### src/rtl/instruction_fetch_if.sv
// Instruction-memory request/response port: in-order requests (req/ready), in-order responses (rvalid/rdata).
interface instruction_fetch_if;
  logic        imem_req;
  logic [31:0] imem_addr;
  logic        imem_ready;
  logic        imem_rvalid;
  logic [31:0] imem_rdata;

  modport master (output imem_req, imem_addr, input imem_ready, imem_rvalid, imem_rdata);
  modport slave  (input imem_req, imem_addr, output imem_ready, imem_rvalid, imem_rdata);
endinterface

### src/rtl/instruction_fetch.sv
// Fetch front end: in-order imem requests under a DEPTH credit limit, response buffer, redirect squash.
// rvalid->issue is 1 cycle, or 0 cycles on an empty buffer when IFETCH_FORWARD_EN is defined.
module instruction_fetch #(
  parameter logic [31:0] RESET_PC = 32'h0000_0000,
  parameter int unsigned DEPTH    = 4
) (
  input  logic                clk,
  input  logic                reset,
  instruction_fetch_if.master imem,
  output logic                inst_v_o,
  output logic [31:0]         inst_o,
  output logic [31:0]         pc_o,
  input  logic                redir_v_i,
  input  logic [31:0]         redir_pc_i
);
  localparam int unsigned PTR_W = $clog2(DEPTH);
  localparam int unsigned CNT_W = PTR_W + 1;

  logic [31:0]      fetch_pc_q, fetch_pc_d;
  logic [31:0]      resp_pc_q, resp_pc_d;
  logic [CNT_W-1:0] outst_q, outst_d;
  logic [CNT_W-1:0] discard_q, discard_d;
  logic [CNT_W-1:0] count_q, count_d;
  logic [PTR_W-1:0] wr_ptr_q, wr_ptr_d;
  logic [PTR_W-1:0] rd_ptr_q, rd_ptr_d;
  logic [31:0]      inst_buf_q [DEPTH];
  logic [31:0]      pc_buf_q   [DEPTH];

  logic [CNT_W:0] credit_used;
  logic [31:0]    redir_pc;
  logic           accept, keep, fwd, push, pop;

  assign credit_used    = {1'b0, count_q} + {1'b0, outst_q};
  assign redir_pc       = {redir_pc_i[31:2], 2'b00};
  assign imem.imem_req  = !reset && !redir_v_i && (credit_used < (CNT_W+1)'(DEPTH));
  assign imem.imem_addr = fetch_pc_q;
  assign accept         = imem.imem_req && imem.imem_ready;

  // Responses owed to a squashed path, or landing in a redirect cycle, never reach the buffer
  assign keep = imem.imem_rvalid && (discard_q == '0) && !redir_v_i && !reset;
`ifdef IFETCH_FORWARD_EN
  assign fwd  = keep && (count_q == '0);
`else
  assign fwd  = 1'b0;
`endif
  assign push = keep && !fwd;
  assign pop  = (count_q != '0) && !redir_v_i && !reset;

  assign inst_v_o = pop || fwd;
  assign inst_o   = fwd ? imem.imem_rdata : inst_buf_q[rd_ptr_q];
  assign pc_o     = fwd ? resp_pc_q : pc_buf_q[rd_ptr_q];

  always_comb begin
    fetch_pc_d = accept ? fetch_pc_q + 32'd4 : fetch_pc_q;
    resp_pc_d  = keep ? resp_pc_q + 32'd4 : resp_pc_q;
    outst_d    = outst_q + CNT_W'(accept) - CNT_W'(imem.imem_rvalid);
    discard_d  = discard_q;
    if (imem.imem_rvalid && (discard_q != '0)) discard_d = discard_q - CNT_W'(1);
    count_d    = count_q + CNT_W'(push) - CNT_W'(pop);
    wr_ptr_d   = wr_ptr_q + PTR_W'(push);
    rd_ptr_d   = rd_ptr_q + PTR_W'(pop);
    if (redir_v_i) begin
      // Everything still in flight after this cycle belongs to the old path
      fetch_pc_d = redir_pc;
      resp_pc_d  = redir_pc;
      discard_d  = outst_d;
      count_d    = '0;
      wr_ptr_d   = '0;
      rd_ptr_d   = '0;
    end
  end

  always_ff @(posedge clk) begin
    if (reset) begin
      fetch_pc_q <= RESET_PC;
      resp_pc_q  <= RESET_PC;
      outst_q    <= '0;
      discard_q  <= '0;
      count_q    <= '0;
      wr_ptr_q   <= '0;
      rd_ptr_q   <= '0;
    end else begin
      fetch_pc_q <= fetch_pc_d;
      resp_pc_q  <= resp_pc_d;
      outst_q    <= outst_d;
      discard_q  <= discard_d;
      count_q    <= count_d;
      wr_ptr_q   <= wr_ptr_d;
      rd_ptr_q   <= rd_ptr_d;
    end
  end

  always_ff @(posedge clk) begin
    if (push) begin
      inst_buf_q[wr_ptr_q] <= imem.imem_rdata;
      pc_buf_q[wr_ptr_q]   <= resp_pc_q;
    end
  end

  rvalid_needs_outstanding: assert property (@(posedge clk) disable iff (reset)
    imem.imem_rvalid |-> (outst_q != '0));
  credit_never_exceeded: assert property (@(posedge clk) disable iff (reset)
    credit_used <= (CNT_W+1)'(DEPTH));
endmodule

### src/flat_wrapper.sv
// flat-port wrapper written by rule: the top's interface ports become plain ports
module instruction_fetch_flat 
#(
  parameter logic [31:0] RESET_PC = 32'h0000_0000,
  parameter int unsigned DEPTH    = 4
)
  (clk, reset, inst_v_o, inst_o, pc_o, redir_v_i, redir_pc_i, imem_imem_req, imem_imem_addr, imem_imem_ready, imem_imem_rvalid, imem_imem_rdata);
  instruction_fetch_if imem_i ();
  input  logic clk;
  input  logic reset;
  output logic inst_v_o;
  output logic [31:0] inst_o;
  output logic [31:0] pc_o;
  input  logic redir_v_i;
  input  logic [31:0] redir_pc_i;
  output wire logic [$bits(imem_i.imem_req)-1:0] imem_imem_req;
  output wire logic [$bits(imem_i.imem_addr)-1:0] imem_imem_addr;
  input wire logic [$bits(imem_i.imem_ready)-1:0] imem_imem_ready;
  input wire logic [$bits(imem_i.imem_rvalid)-1:0] imem_imem_rvalid;
  input wire logic [$bits(imem_i.imem_rdata)-1:0] imem_imem_rdata;
  assign imem_imem_req = imem_i.imem_req;
  assign imem_imem_addr = imem_i.imem_addr;
  assign imem_i.imem_ready = imem_imem_ready;
  assign imem_i.imem_rvalid = imem_imem_rvalid;
  assign imem_i.imem_rdata = imem_imem_rdata;
  instruction_fetch #(.RESET_PC(RESET_PC), .DEPTH(DEPTH)) u_core (.clk(clk), .reset(reset), .imem(imem_i), .inst_v_o(inst_v_o), .inst_o(inst_o), .pc_o(pc_o), .redir_v_i(redir_v_i), .redir_pc_i(redir_pc_i));
endmodule
### config.mk
export PLATFORM = sky130hd
export DESIGN_NAME = instruction_fetch_flat
export DESIGN_NICKNAME = d
export VERILOG_FILES = /design/src/rtl/instruction_fetch_if.sv /design/src/rtl/instruction_fetch.sv /design/src/flat_wrapper.sv
export SDC_FILE = /design/constraint.sdc
export NUM_CORES = 1
export LEC_CHECK = 0
export BUFFER_PORTS_ARGS = -buffer_cell sky130_fd_sc_hd__buf_4
export CAP_MARGIN = 5
export CORE_UTILIZATION = 47
export CTS_CLUSTER_DIAMETER = 60
export CTS_CLUSTER_SIZE = 25
export DETAILED_ROUTE_END_ITERATION = 6
export PLACE_DENSITY = 0.76
export SYNTH_ARGS = -nofsm -noshare
export SYNTH_HDL_FRONTEND = slang
export SYNTH_SLANG_ARGS = --single-unit
### constraint.sdc
create_clock -name clk -period 7.9 [get_ports clk]
set_input_delay 0 -clock clk [delete_from_list [all_inputs] [get_ports clk]]
set_output_delay 0 -clock clk [all_outputs]
set_load 0.02 [all_outputs]
==> flow_metrics.py <==
metrics = {
    "floorplan": {
        "die_y_um": 170,
        "core_um2": 27900,
        "start_util": 0.478,
        "ioPinCount": 167,
        "rows": 61,
        "fp.dieW_um": 170,
        "dieArea_um2": 29000,
    },
    "setup_path": {
        "max_stage_delay_ns": 0.65,
        "startpoint_type": "flop",
        "cp-end-kind": "flop",
        "crit_required_ns": 8.38,
        "crit_fanout": 25,
        "worstPathArrival_ns": 3.59,
        "cp_slowest_cell": "or4_4",
        "criticalPathCategory": "flop to flop",
        "crit_chain": "ha_1, or4b_4, or4_4, o21a_1, a2111oi_1, dlygate4sd3_1",
    },
    "cells_and_area": {
        "fillCellCount": 2060,
        "seq_area_um2": 8910,
        "areaGrowthSynthToFinish_pct": 23.2,
        "design_area_um2": 16400,
        "drive_gt1_frac": 0.267,
        "antenna_cells": 0,
        "nets": 1142,
        "multi_input_area_um2": 4140,
    },
    "synth": {
        "synth_seq_cells": 321,
        "syn_area_um2": 13300,
        "synth_cells": 851,
        "dominantRegCellSynth": "edfxtp_1",
        "synth.largest_area_cell": "edfxtp_1",
        "yosysWarnings": 0,
        "synth_top_area_frac": 0.559,
        "ys_seq_area_frac": 0.668,
        "synth_common_cells": "edfxtp_1 (248), dfxtp_1 (73), mux4_2 (62)",
        "synth_edf_count": 248,
        "synth_top_cells_by_area": "edfxtp_1 (56%), dfxtp_1 (11%), mux4_2 (10%)",
        "synthDistinctLibCells": 65,
        "synthArstFlopShare": 0,
        "synth.most_common_cell": "edfxtp_1",
        "synth.avg_cell_area_um2": 15.7,
    },
    "global_route": {
        "grt_pass1_wl_um": 44400,
        "grt.overflow.total": 0,
        "antenna_found_initial": 0,
        "grt_pass1_vias": 8098,
        "grt_usage": 0.197,
        "grt_start_max_net_pins": 70,
    },
    "timing": {
        "final_hold_viol_count": 0,
        "relSlewSlack": 0.354,
        "hold_ws_ns": 0.0747,
        "worst_slew_pin_slew_ns": 0.969,
        "final.setup.tns_ns": 0,
        "setup_viol": 0,
        "fmax_mhz": 321,
        "clock_skew_ns": 0.0182,
        "final.min_clock_period_ns": 3.12,
        "finalCritPeriodShare": 0.394,
        "rsz0062_at_grt": "no",
        "drv_slew": 0,
    },
    "clock_network": {
        "clk_pin_slew_worst_paths_ns": 0.09,
        "clkSinkCount": 321,
        "clockBufferDepth": 3,
        "cts_tree": "yes",
        "cts_buffers": 25,
        "clkLatencyLatePin_ns": 0.54,
        "cts_root_buf": "clkbuf_16",
        "postCtsHoldBufs": 67,
        "htreeDepth": 1,
        "post_cts_resized": 0,
        "post_cts_buffers": 0,
    },
    "placement": {
        "hpwl_um": 17400,
        "io_buffers": 160,
        "gp_congestion": 0.845,
        "place_area_um2": 14900,
    },
    "drt": {
        "ant_nets": 0,
        "drc": 0,
        "vias_per_cell": 5.84,
        "wl_per_cell_um": 19.9,
        "drt-total-wl_um": 28900,
        "first_pass_iters": 5,
        "route.vias.total": 8496,
        "drt_iter0_drc": 724,
    },
    "hold_path": {
        "hold_class": "input port to flop",
    },
    "power": {
        "vdd_drop_max_mv": 0.138,
        "power_density_nw_per_um2": 217,
        "p_leak_nw": 5.51,
    },
    "run": {
        "maxCapViolCount": 0,
    },
    "outcome": {
        "status": "complete, no violations",
    },
}
## worst paths after layout
kind	start	endpoint	slack [ns]	cells after the start
min	redir_v_i	u_core.discard_q[1]	0.07	3
max	u_core.count_q[2]	u_core.imem.imem_addr[22]	4.78	6
max reg2reg	u_core.count_q[2]	u_core.imem.imem_addr[22]	4.78	6
min reg2reg	u_core.rd_ptr_q[1]	u_core.rd_ptr_q[1]	0.51	2
## layer usage
metal	vias to the layer above	global-route usage	wire length [um]
met4	0	0.0423	559
met1	4230	0.278	12700
met2	345	0.322	13600
li1	3880	-	-
met3	41	0.0314	2090
met5	-	0	0
## registers in the layout, indices dropped and copies added, names as in the netlist
name / count
u_core.resp_pc_q: 30
u_core.pc_buf_q: 120
u_core.outst_q: 3
u_core.count_q: 3
u_core.imem.imem_addr: 30
u_core.discard_q: 3
u_core.rd_ptr_q: 2
u_core.inst_buf_q: 128
u_core.wr_ptr_q: 2
## layout by cell type, fill, tap and decap left out, drive strengths merged, types with 10 or more instances in the layout
cell type / count
o21a: 27
clkbuf: 25
dlygate4sd3: 67
ha: 12
mux4: 62
edfxtp: 248
nor2: 26
nand4: 34
o31a: 37
o21ai: 15
dfxtp: 73
nor4: 26
buf: 168
inv: 27
and4: 14
a211oi: 13
and3: 10
xnor2: 12
nor3: 15
or4: 10
nand2: 28
nand3: 23
## cell families after synthesis
group                      count (synthesis)  share of synthesized area
DFF                                      321                      0.668
and+or+nand+nor                          220                     0.0967
AOI/OAI and AO/OA                        143                     0.0818
buffers and inverters                     74                     0.0232
muxes                                     63                      0.106
xor gates and xnor gates                  15                    0.00986
adders and majority gates                 14                     0.0143
other                                      1                   0.000281
## cell type report
cell class / instances / share of cell area
Clock buffer: 25 / 0.0381
Clock inverter: 19 / 0.0168
Inverter: 17 / 0.00388
Multi-Input combinational cell: 459 / 0.252
Sequential cell: 321 / 0.543
Tap cell: 378 / 0.0288
Timing Repair Buffer: 235 / 0.118
## worst max-delay path, delay by kind of cell, from the launching register on
family	cells	cell delay [ns]
buf+inv	1	0.60
fa+ha+maj	1	0.32
compound gates	2	0.63
flops	1	0.34
simple gates	2	1.15
## metrics by stage
stage / util / total power [mW] / setup slack (ns) / std cells
final: 0.590 / 3.57 / 4.78 / 1454
after global routing: 0.590 / 3.68 / 4.72 / 1454
after detailed placement: 0.533 / 2.23 / 4.98 / 1343
after global placement: 0.533 / 2.22 / 5.03 / 1343
after CTS: 0.590 / 3.59 / 4.84 / 1454
after floorplan: - / 2.11 / 1.82 / 854
## power breakdown
| group | switching (mW) | internal, mW | total (mW) |
|---|---|---|---|
| Clock | 0.693 | 0.648 | 1.34 |
| Combinational | 0.161 | 0.147 | 0.309 |
| Sequential | 0.0532 | 1.86 | 1.92 |
Power figures use the tool's default switching activity.
